==> src/rtl/grng_pkg.sv <==
// rtl/grng_pkg.sv - shared GRNG constants and sample type
// Contents:
//   GRNG_SAMPLE_W   width of one GRNG output sample in bits
//   GRNG_RDR_DEPTH  default entry count of the consumer-side sample FIFO
//   grng_sample_t   signed two's-complement sample
package grng_pkg;

  localparam int GRNG_SAMPLE_W  = 32;
  localparam int GRNG_RDR_DEPTH = 4;

  typedef logic signed [GRNG_SAMPLE_W-1:0] grng_sample_t;

endpackage

==> src/rtl/grng_fifo_ptr.sv <==
// rtl/grng_fifo_ptr.sv - wrapping FIFO pointer with increment enable
// Ports:
//   clk  rising-edge clock
//   rst  synchronous active-high reset, clears the pointer to 0
//   inc  advance the pointer by one this cycle
//   ptr  pointer value; PW bits, wraps modulo 2**PW
module grng_fifo_ptr #(
  parameter int PW = 3
) (
  input  logic          clk,
  input  logic          rst,
  input  logic          inc,
  output logic [PW-1:0] ptr
);

  // PW is one bit wider than the memory index, so the natural binary
  // wrap gives modulo 2*DEPTH and keeps the lap bit for occupancy.
  always_ff @(posedge clk) begin
    if (rst) begin
      ptr <= '0;
    end else if (inc) begin
      ptr <= ptr + PW'(1);
    end
  end

endmodule

==> src/rtl/grng_sample_reader.sv <==
// rtl/grng_sample_reader.sv - FIFO reader for the GRNG sample stream with drop accounting
// Ports:
//   clk, rst         clock and synchronous active-high reset
//   in_valid/in_data sample from the core, no backpressure
//   out_valid/out_ready/out_data  first-word-fall-through handshake to the consumer
//   count            occupancy 0..DEPTH
//   overflow         sticky flag set when a sample is dropped
//   drop_cnt         saturating count of dropped samples
//   clr_ovf          pulse clearing overflow and drop_cnt
module grng_sample_reader
  import grng_pkg::*;
#(
  parameter int WIDTH = GRNG_SAMPLE_W,
  parameter int DEPTH = GRNG_RDR_DEPTH
) (
  input  logic                     clk,
  input  logic                     rst,
  input  logic                     in_valid,
  input  logic signed [WIDTH-1:0]  in_data,
  output logic                     out_valid,
  input  logic                     out_ready,
  output logic signed [WIDTH-1:0]  out_data,
  output logic [$clog2(DEPTH):0]   count,
  output logic                     overflow,
  output logic [7:0]               drop_cnt,
  input  logic                     clr_ovf
);

  localparam int AW = $clog2(DEPTH);
  localparam int PW = AW + 1;
  localparam logic [PW-1:0] FULL_CNT = PW'(DEPTH);

  logic signed [WIDTH-1:0] mem [DEPTH];
  logic [PW-1:0] rd_ptr;
  logic [PW-1:0] wr_ptr;
  logic          full;
  logic          push;
  logic          pop;
  logic          drop;

  // Occupancy is the pointer distance; the extra lap bit distinguishes
  // full from empty, so count tracks push/pop without its own register.
  assign count     = wr_ptr - rd_ptr;
  assign full      = (count == FULL_CNT);
  assign out_valid = (count != '0);
  assign out_data  = out_valid ? mem[rd_ptr[AW-1:0]] : '0;

  // A pop frees the slot the same cycle, so a full FIFO still accepts
  // an arriving sample when the consumer is draining.
  assign pop  = out_valid & out_ready & ~rst;
  assign push = in_valid & (~full | pop) & ~rst;
  assign drop = in_valid & full & ~pop & ~rst;

  grng_fifo_ptr #(.PW(PW)) u_rd_ptr (
    .clk (clk),
    .rst (rst),
    .inc (pop),
    .ptr (rd_ptr)
  );

  grng_fifo_ptr #(.PW(PW)) u_wr_ptr (
    .clk (clk),
    .rst (rst),
    .inc (push),
    .ptr (wr_ptr)
  );

  // Storage is deliberately not reset; out_data gating hides stale words.
  always_ff @(posedge clk) begin
    if (push) begin
      mem[wr_ptr[AW-1:0]] <= in_data;
    end
  end

  // A drop in the same cycle as clr_ovf restarts the tally at one.
  always_ff @(posedge clk) begin
    if (rst) begin
      overflow <= 1'b0;
      drop_cnt <= 8'd0;
    end else if (drop) begin
      overflow <= 1'b1;
      if (clr_ovf) begin
        drop_cnt <= 8'd1;
      end else if (drop_cnt != 8'hFF) begin
        drop_cnt <= drop_cnt + 8'd1;
      end
    end else if (clr_ovf) begin
      overflow <= 1'b0;
      drop_cnt <= 8'd0;
    end
  end

endmodule
==> config.mk <==
export PLATFORM = sky130hd
export DESIGN_NAME = grng_sample_reader
export DESIGN_NICKNAME = d
export VERILOG_FILES = /design/src/rtl/grng_pkg.sv /design/src/rtl/grng_fifo_ptr.sv /design/src/rtl/grng_sample_reader.sv
export SDC_FILE = /design/constraint.sdc
export NUM_CORES = 1
export LEC_CHECK = 0
export ABC_AREA = 0
export CAP_MARGIN = 0
export CORE_UTILIZATION = 35
export DETAILED_ROUTE_END_ITERATION = 16
export PLACE_DENSITY = 0.61
export SLEW_MARGIN = 10
export SYNTH_ARGS = -nofsm -noshare
export SYNTH_HDL_FRONTEND = slang
export SYNTH_SLANG_ARGS = --single-unit
==> constraint.sdc <==
create_clock -name clk -period 3.35 [get_ports clk]
set_input_delay 0.67 -clock clk [delete_from_list [all_inputs] [get_ports clk]]
set_output_delay 0.67 -clock clk [all_outputs]
set_load 0.02 [all_outputs]
==> flow_summary.ini, run 1 <==
[placed_design]
placedInstanceArea_mm2 = 0.006939
io_buffers = 81
place.gp.congestion = 0.7437
place_inst = 599
hpwl_um = 7007

[die]
die_height_um = 130.0
rows = 46
core-area_mm2 = 0.01594
pin_count = 82
dieWidth_um = 130.0
die_area_mm2 = 0.01689
start_util_pct = 35.94

[setup_path]
crit_chain = inv_1, ha_1, fa_1, xnor3_2, inv_2, nor2_4, buf_12, nor2b_1, dlygate4sd2_1
crit_slowest_cell = fa_1
cp_max_fo = 21
worstSetupPathType = reg2out
start_kind = register
timing.rr.start = u_wr_ptr.ptr[0]$_SDFFE_PP0P_
reg2reg_depth = 8
startpoint = u_wr_ptr.ptr[0]$_SDFFE_PP0P_
endpoint_kind = output pin
arrival_ns = 2.48
critPathMaxStageDelay_ns = 0.37
crit_required_ns = 2.68

[run]
maxCapViolCount = 0

[min_path]
min_path_cells = 2
hp-class = reg2reg
min_from = overflow$_SDFFE_PP0P_

[layout]
area_growth_pct = 29.61
final_util_pct = 46.59
antenna_cells = 0
final_nets = 449
fillers = 1385
final_area_mm2 = 0.007427
drive_above_1_share_pct = 23.61
final_cell_count_no_fill = 631

[cts]
cts-hold-fix-buffers = 0
root_buffer = clkbuf_16
clk_latency_ns = 0.41
h-tree-depth = 4
clk_path_buf_depth = 2
cts.sink_count = 145
cts_tree = yes
numCtsBuffers = 17
clk_pin_slew_worst_paths_ns = 0.05

[timing]
final_hold_viol_count = 0
worst_pin_slew_ns = 0.6226
finalSetupTns_ns = 0
rsz0062_at_grt = no
slew_violations = 0
relSlewSlack_pct = 58.17
max_freq_mhz = 317.1
fin_crit_ns = 3.154
timing.final.crit_share_pct = 94.15
setup_viol = 0
finalClockSkew_ns = 0.006197

[synth]
yosys-top-cells-count = edfxtp_1, nor2b_1, mux4_2, dfxtp_1
ys_ff_latch = 145
yosys-top-cells-area = edfxtp_1, mux4_2, dfxtp_1, nor2b_1, ha_1
ys_async_sr_fraction_pct = 0
synthCells = 305
synthXorXnorAreaFrac_pct = 1.004
synth_compound_area_share_pct = 2.424
synth.avg_cell_area_um2 = 18.79
yosys.area.top_type_share_pct = 67.07
synth_fa_ha_area_share_pct = 1.878
synth.most_common_cell = edfxtp_1
yosysSeqAreaShare_pct = 73.01
synthSimpleGateAreaFrac_pct = 7.533
synth_nets = 350
synth_mux_area_share_pct = 12.75
yosys.area.top_type = edfxtp_1
synthFlopType = edfxtp_1
synthesis.area_mm2 = 0.005730
synth_edf_count = 128
synth_cell_types = 38
synth_top_family_by_area = multiplexers
synth_warnings = 0

[global_route]
track_usage_pct = 14.51
grt_pass1_wl_um = 17500
grt_pass1_vias = 3217
antenna_found_initial = 0
grt_max_degree = 25
gr-total-overflow = 0

[power]
ir_drop_uv = 369.5
p_int_w = 0.003934
combinationalPowerShare_pct = 31.2
switching_power_w = 0.001725
clkPwrFrac_pct = 31.2
p_seq_share_pct = 37.6
p_leak_nw = 2.497
powerDensity_mw_per_mm2 = 762.0
p_sw_share_pct = 30.48

[detailed_routing]
drcViolationCount = 0
first_pass_iters = 4
vias_per_cell = 4.823
routed_wl_um = 11120
drtIter0Drc = 112
vias = 3043
wire_per_inst_um = 17.61
final_antenna_net_count = 0

[run_status]
status = finished clean
[per-stage QoR]
step           total power (W)  worst slack (ns)  hold slack (ns)
5_1_grt               0.005951           0.06286           0.4650
3_3_place_gp          0.004137            0.1487           0.4506
3_5_place_dp          0.004156           0.08555           0.4389
6_report              0.005659            0.1960           0.4616
4_1_cts               0.005773           -0.2272           0.4562
2_1_floorplan         0.003196            0.5249           0.4809
[state kept, by name, summed over array words and instances, names as in the netlist, named ones only]
signal / count
u_rd_ptr.ptr: 3
drop_cnt: 8
overflow: 1
u_wr_ptr.ptr: 3
mem: 128
[logic make-up (layout without fill, tap and decap cells)]
| kind of cell | Yosys count | after routing |
|---|---|---|
| compound gates | 20 | 20 |
| xor+xnor | 5 | 5 |
| fa+ha+maj | 8 | 8 |
| buf+inv | 20 | 130 |
| flops | 145 | 145 |
| mux | 33 | 33 |
| simple gates | 74 | 74 |
[worst max-delay path: cells and delay by family (launching register included)]
family                   cells  cell delay [ns]
XOR/XNOR                     1             0.27
adder cells (fa/ha/maj)      2             0.56
buffers and inverters        4             0.65
flip-flops                   1             0.36
AND/OR/NAND/NOR              2             0.22
[layout make-up]
class | instances | area [um^2] | share of cell area, %
clock inverter | 11 | 116.4 | 1.567
clock buffer | 19 | 432.9 | 5.829
tap | 216 | 270.3 | 3.639
sequential | 145 | 4188 | 56.38
multi-input combinational | 140 | 1480 | 19.93
inverter | 6 | 22.52 | 0.3032
timing repair buffer | 94 | 917.1 | 12.35
[what timing repair did]
item,in CTS,in global routing
gates resized for setup,32,38
pin swaps,1,0
buffers inserted,1,1
setup endpoints to repair,33,34
[placed cells by master, fill, tap and decap left out, types with 3 or more instances in the layout]
cell type	synthesis	routed
edfxtp_1	128	128
clkdlybuf4s50_1	0	48
nor2b_1	33	33
mux4_2	32	32
clkbuf_16	0	17
dfxtp_1	17	14
clkbuf_2	0	14
dlygate4sd2_1	0	11
nor2_1	9	8
nand2_1	7	7
ha_1	7	7
buf_12	0	7
clkdlybuf4s15_1	0	6
buf_4	0	6
inv_1	6	5
and2_2	0	4
o31ai_1	4	4
a21oi_1	4	4
nand3_1	4	4
clkinvlp_4	0	4
and4_1	3	3
or4_1	3	3
nor3_1	3	3
o21ai_0	3	3
xor2_1	3	3
dfxtp_2	0	3
[worst paths after layout]
check	endpoint	slack (ns)
hold reg to reg	overflow$_SDFFE_PP0P_	0.46
setup / recovery	out_data[23]	0.20
setup reg to reg	drop_cnt[5]$_SDFFE_PP0P_	0.77
hold / removal	overflow$_SDFFE_PP0P_	0.46
[routing by layer]
| layer | vias up | GRT usage (%) | part of all wire [%] |
|---|---|---|---|
| li1 | 1407 | - | - |
| met1 | 1545 | 17.44 | 43 |
| met2 | 78 | 24.38 | 50 |
| met3 | 13 | 4.674 | 5.3 |
| met4 | 0 | 5.540 | 1.3 |
| met5 | - | 0 | 0 |
[power groups by stage]
stage               clock network, W  logic, W  registers (W)
detailed placement                 0   0.00199        0.00217
finish                       0.00177   0.00177        0.00213
global route                 0.00189   0.00192        0.00214
CTS                          0.00182   0.00183        0.00213
floorplan                          0   0.00107        0.00213
global placement                   0   0.00197        0.00216
Power figures use the tool's default switching activity.
==> run 2, diff against run 1 <==
--- a/config.mk
+++ b/config.mk
@@ -9,7 +9,7 @@
 export CAP_MARGIN = 0
 export CORE_UTILIZATION = 35
 export DETAILED_ROUTE_END_ITERATION = 16
-export PLACE_DENSITY = 0.61
+export PLACE_DENSITY = 0.55
 export SLEW_MARGIN = 10
 export SYNTH_ARGS = -nofsm -noshare
 export SYNTH_HDL_FRONTEND = slang
==> constraint.sdc (replaced) <==
create_clock -name clk -period 2.97 [get_ports clk]
set_input_delay 0.594 -clock clk [delete_from_list [all_inputs] [get_ports clk]]
set_output_delay 0.594 -clock clk [all_outputs]
set_load 0.02 [all_outputs]
==> run 2 against run 1 <==
First-iteration DRC count up 46%. Cell count up 1.3%. Non-clock buffer count up 7. Total power up 11%. Setup slack worse by 0.080 ns. Critical endpoint is now out_data[0]. Largest power group unchanged. Global-route usage down 0.30 points. Worst hold slack worse by 0.0093 ns. Sequential share of layout area up 0.72 points. Utilization down 0.60 points.
==> flow_summary.ini, run 2 (same netlist as run 1, synthesis figures left out) <==
[detailed_routing]
drcViolationCount = 0
wire_per_inst_um = 17.41
routed_wl_um = 11120
first_pass_iters = 4
vias = 3082
final_antenna_net_count = 0
vias_per_cell = 4.823
drtIter0Drc = 163

[power]
switching_power_w = 0.001944
powerDensity_mw_per_mm2 = 853.2
combinationalPowerShare_pct = 32.2
clkPwrFrac_pct = 30.1
p_sw_share_pct = 31.08
p_leak_nw = 2.502
ir_drop_uv = 548.2
p_seq_share_pct = 37.8
p_int_w = 0.004311

[cts]
root_buffer = clkbuf_16
cts_tree = yes
h-tree-depth = 4
cts.sink_count = 145
numCtsBuffers = 17
post_cts.repair.setup_buffers = 0
clk_path_buf_depth = 2
clk_latency_ns = 0.42
clk_pin_slew_worst_paths_ns = 0.05
cts-hold-fix-buffers = 0

[setup_path]
endpoint_kind = output pin
cp_max_fo = 19
arrival_ns = 2.26
crit_required_ns = 2.38
worstSetupPathType = reg2out
start_kind = register

[timing]
finalSetupTns_ns = 0
fin_crit_ns = 2.854
worst_pin_slew_ns = 0.4019
setup_slack_ns = 0.1158
final_hold_viol_count = 0
timing.final.crit_share_pct = 96.10
finalClockSkew_ns = 0.004935
relSlewSlack_pct = 72.93
slew_violations = 0
setup_viol = 0
max_freq_mhz = 350.4
rsz0062_at_grt = yes

[placed_design]
hpwl_um = 6959
io_buffers = 81
pre_cts_slack_ns = 0.02254
place.gp.congestion = 0.7597
place_inst = 608

[layout]
regArea_mm2 = 0.004187
final_common_cell = edfxtp_1
final_cell_mix = edfxtp_1, clkdlybuf4s50_1, mux4_2
final_cell_count_no_fill = 639
drive_above_1_share_pct = 29.31
final_nets = 456
fillers = 1425
area_growth_pct = 27.93
final_util_pct = 45.98
antenna_cells = 0
multiInputGateArea_mm2 = 0.001486
largest_register_ffs = 128

[global_route]
track_usage_pct = 14.22
grt_max_degree = 21
antenna_found_initial = 0
grt_pass1_wl_um = 16920
grt_pass1_vias = 3069
gr-total-overflow = 0

[run]
maxCapViolCount = 0

[die]
die_area_mm2 = 0.01689
rows = 46
dieWidth_um = 130.0
pin_count = 82
start_util_pct = 35.94
die_height_um = 130.0
core-area_mm2 = 0.01594

[run_status]
status = finished clean

[min_path]
hp-class = reg2reg
==> run 2: cell types whose count changed in the layout (fill, tap and decap cells not counted), moves of 6 or more <==
cell / previous run / this run
buf_2: 0 / 24
buf_4: 6 / 20
dlygate4sd2_1: 11 / 1
clkbuf_2: 14 / 6
clkdlybuf4s15_1: 6 / 0
==> run 2: path summary, 6_finish.rpt <==
| check | to | cells after the start | slack [ns] | startpoint |
|---|---|---|---|---|
| max | out_data[0] | 8 | 0.12 | u_wr_ptr.ptr[0]$_SDFFE_PP0P_ |
| min | overflow$_SDFFE_PP0P_ | 2 | 0.45 | overflow$_SDFFE_PP0P_ |
| max reg2reg | drop_cnt[5]$_SDFFE_PP0P_ | 8 | 0.51 | u_wr_ptr.ptr[0]$_SDFFE_PP0P_ |
| min reg2reg | overflow$_SDFFE_PP0P_ | 2 | 0.45 | overflow$_SDFFE_PP0P_ |
==> run 2: worst max-delay path: stages (launching register included) <==
cell and delay [ns]:
dfxtp_1 0.32, inv_1 0.06, ha_1 0.18, fa_1 0.53, nand2_1 0.14, nor2_4 0.20
buf_12 0.18, nor2b_1 0.07, buf_2 0.16
==> run 2: per-layer routing <==
| layer | track usage, % | part of all wire (%) | vias to the layer above |
|---|---|---|---|
| li1 | - | - | 1428 |
| met1 | 17.70 | 45 | 1557 |
| met5 | 0 | 0 | - |
| met4 | 6.361 | 1.7 | 0 |
| met2 | 23.28 | 49 | 80 |
| met3 | 3.895 | 4.2 | 17 |
==> run 2: cell type report <==
| type | instances | share of cell area (%) |
|---|---|---|
| inverter | 6 | 0.3072 |
| sequential | 145 | 57.11 |
| clock inverter | 14 | 1.365 |
| multi-input combinational | 140 | 20.28 |
| timing repair buffer | 101 | 11.45 |
| tap | 216 | 3.687 |
| clock buffer | 17 | 5.803 |
==> run 2: what timing repair did <==
action / in CTS / in global routing
pin swaps: 0 / 1
setup endpoints to repair: 34 / 33
resized for setup: 99 / 37
endpoints found under the hold margin: 0 / 0
==> run 2: metrics by stage <==
| stage | total power [W] | hold slack [ns] | instance area [um^2] |
|---|---|---|---|
| after floorplan | 0.003605 | 0.4809 | 5731 |
| after global placement | 0.004692 | 0.4380 | 6944 |
| after detailed placement | 0.004703 | 0.4415 | 6944 |
| after CTS | 0.006514 | 0.4539 | 7495 |
| after global routing | 0.006551 | 0.4966 | 7331 |
| final | 0.006255 | 0.4524 | 7331 |
==> run 2: power groups by stage <==
stage	Combinational (W)	Sequential (W)	Clock [W]
floorplan	0.00121	0.00240	0
global placement	0.00229	0.00240	0
detailed placement	0.00230	0.00241	0
CTS	0.00222	0.00236	0.00193
global route	0.00216	0.00237	0.00201
finish	0.00201	0.00236	0.00188
==> run 3, diff against run 2 <==
==> constraint.sdc (replaced) <==
create_clock -name clk -period 2.97 [get_ports clk]
set_input_delay 0.7425 -clock clk [delete_from_list [all_inputs] [get_ports clk]]
set_output_delay 0.7425 -clock clk [all_outputs]
set_load 0.02 [all_outputs]
==> run 3 against run 2 <==
Sequential power hardly changed. Critical path depth is 2 higher. Clock-buffer cell count is 5 higher. Non-clock buffer count is 13 higher. Worst hold slack better by 0.0050 ns. Critical endpoint is now out_data[1].
==> flow_summary.ini, run 3 (same netlist as run 1, synthesis figures left out) <==
[run_status]
status = finished clean

[setup_path]
crit_required_ns = 2.23
reg2reg_depth = 9
cp_max_fo = 7
start_kind = register
timing.rr.end = drop_cnt[3]$_SDFFE_PP0P_
crit_path_frequent_cell = inv_2
crit_chain = inv_2, ha_4, fa_2, xnor3_1, inv_2, nor2_4, buf_12, clkbuf_16, nor2b_1, buf_2
crit_slowest_cell = fa_2
arrival_ns = 2.20
timing.rr.start = u_wr_ptr.ptr[0]$_SDFFE_PP0P_
worstSetupPathType = reg2out
critPathMaxStageDelay_ns = 0.34
rrSetupSlack_ns = 0.40
endpoint_kind = output pin

[placed_design]
place.gp.congestion = 0.8115
io_buffers = 81
place_inst = 612
hpwl_um = 6907

[global_route]
gr-total-overflow = 0
antenna_found_initial = 0
grt_max_degree = 21
grt_pass1_wl_um = 17330
track_usage_pct = 14.44
grt_pass1_vias = 3209

[layout]
antenna_cells = 0
final_common_cell = edfxtp_1
largest_register_ffs = 128
final_cell_mix = edfxtp_1, clkdlybuf4s50_1, mux4_2
final_nets = 469
area_growth_pct = 34.72
drive_above_1_share_pct = 36.38
final_cell_count_no_fill = 653

[timing]
finalClockSkew_ns = 0.006382
worst_pin_slew_ns = 0.3621
setup_viol = 0
fin_crit_ns = 2.945
rsz0062_at_grt = yes
max_freq_mhz = 339.6
finalSetupTns_ns = 0
final_hold_viol_count = 0
timing.final.crit_share_pct = 99.15
slew_violations = 0
relSlewSlack_pct = 75.60

[cts]
clk_path_buf_depth = 2
clk_pin_slew_worst_paths_ns = 0.05
numCtsBuffers = 17
cts_tree = yes
cts.sink_count = 145
h-tree-depth = 4
cts-hold-fix-buffers = 0
clk_latency_ns = 0.41
root_buffer = clkbuf_16

[die]
die_height_um = 130.0
rows = 46
core-area_mm2 = 0.01594
pin_count = 82
die_area_mm2 = 0.01689
dieWidth_um = 130.0
start_util_pct = 35.94

[detailed_routing]
first_pass_iters = 4
final_antenna_net_count = 0
vias_per_cell = 4.832
drcViolationCount = 0
vias = 3155
routed_wl_um = 11490
drtIter0Drc = 158
wire_per_inst_um = 17.59

[min_path]
hp-class = reg2reg
min_from = overflow$_SDFFE_PP0P_
hold-path-endpoint = overflow$_SDFFE_PP0P_
min_path_cells = 2

[power]
p_leak_nw = 2.677
p_total_w = 0.007110
ir_drop_uv = 463.8
powerDensity_mw_per_mm2 = 921.0

[run]
maxCapViolCount = 0
run 3: cell types whose count changed in the layout (fill, tap and decap cells not counted), sizes merged:
cell	delta
clkinvlp	+2
clkdlybuf4s50	-1
dlygate4sd2	+1
clkinv	-6
buf	+18
run 3: metal layers:
layer  GRT usage [%]  wire length [um]  vias up
li1                -                 -     1454
met1           17.78              5026     1607
met2           23.84              5754       80
met3           4.141               561       14
met4           6.156               142        0
met5               0                 0        -
run 3: worst max path at each step:
stage                                             from  slack (ns)  cells after the start      endpoint
after CTS                 u_wr_ptr.ptr[0]$_SDFFE_PP0P_       -0.07                     11  out_data[12]
after global routing      u_wr_ptr.ptr[0]$_SDFFE_PP0P_       -0.07                     10  out_data[20]
after floorplan           u_wr_ptr.ptr[0]$_SDFFE_PP0P_        0.07                      8     out_valid
final                     u_wr_ptr.ptr[0]$_SDFFE_PP0P_        0.03                     10   out_data[1]
after detailed placement  u_wr_ptr.ptr[0]$_SDFFE_PP0P_       -0.09                      9  out_data[17]
after global placement    u_wr_ptr.ptr[0]$_SDFFE_PP0P_       -0.06                      9   out_data[0]
run 3: critical path: cells and delay by family (launching register included):
kind                       cells  cell delay [ns]
and+or+nand+nor                2             0.17
DFF                            1             0.33
xor gates and xnor gates       1             0.24
adders and majority gates      2             0.49
buffers and inverters          5             0.55
run 3: report_power, final:
part / internal (W) / total, W / switching (W)
Sequential: 0.00233 / 0.00236 / 0.0000332
Clock: 0.00121 / 0.00198 / 0.000767
Combinational: 0.00139 / 0.00277 / 0.00138
run 3: timing repair:
item | in CTS | in global routing
pin swaps | 2 | 2
resized for setup | 166 | 37
setup endpoints to repair | 35 | 34
gates cloned | 2 | 1
buffers inserted | 7 | 1
run 3: area by class of cell:
cell class,count,area [um^2]
Tap cell,216,270.3
Sequential cell,145,4188
Multi-Input combinational cell,140,1592
Inverter,6,22.52
Clock inverter,10,86.33
Timing Repair Buffer,114,1087
Fill cell,1401,8223
Clock buffer,22,474.2
run 3: per-stage QoR:
stage               worst slack (ns)  area [um^2]  utilization [%]  hold WS (ns)
floorplan                    0.07237         5731                -        0.4809
global placement            -0.06068         6987            43.82        0.4418
detailed placement          -0.09467         6987            43.82        0.4361
CTS                         -0.07491         7620            47.79        0.4535
global route                -0.07281         7720            48.42        0.4886
finish                       0.02533         7720            48.42        0.4574
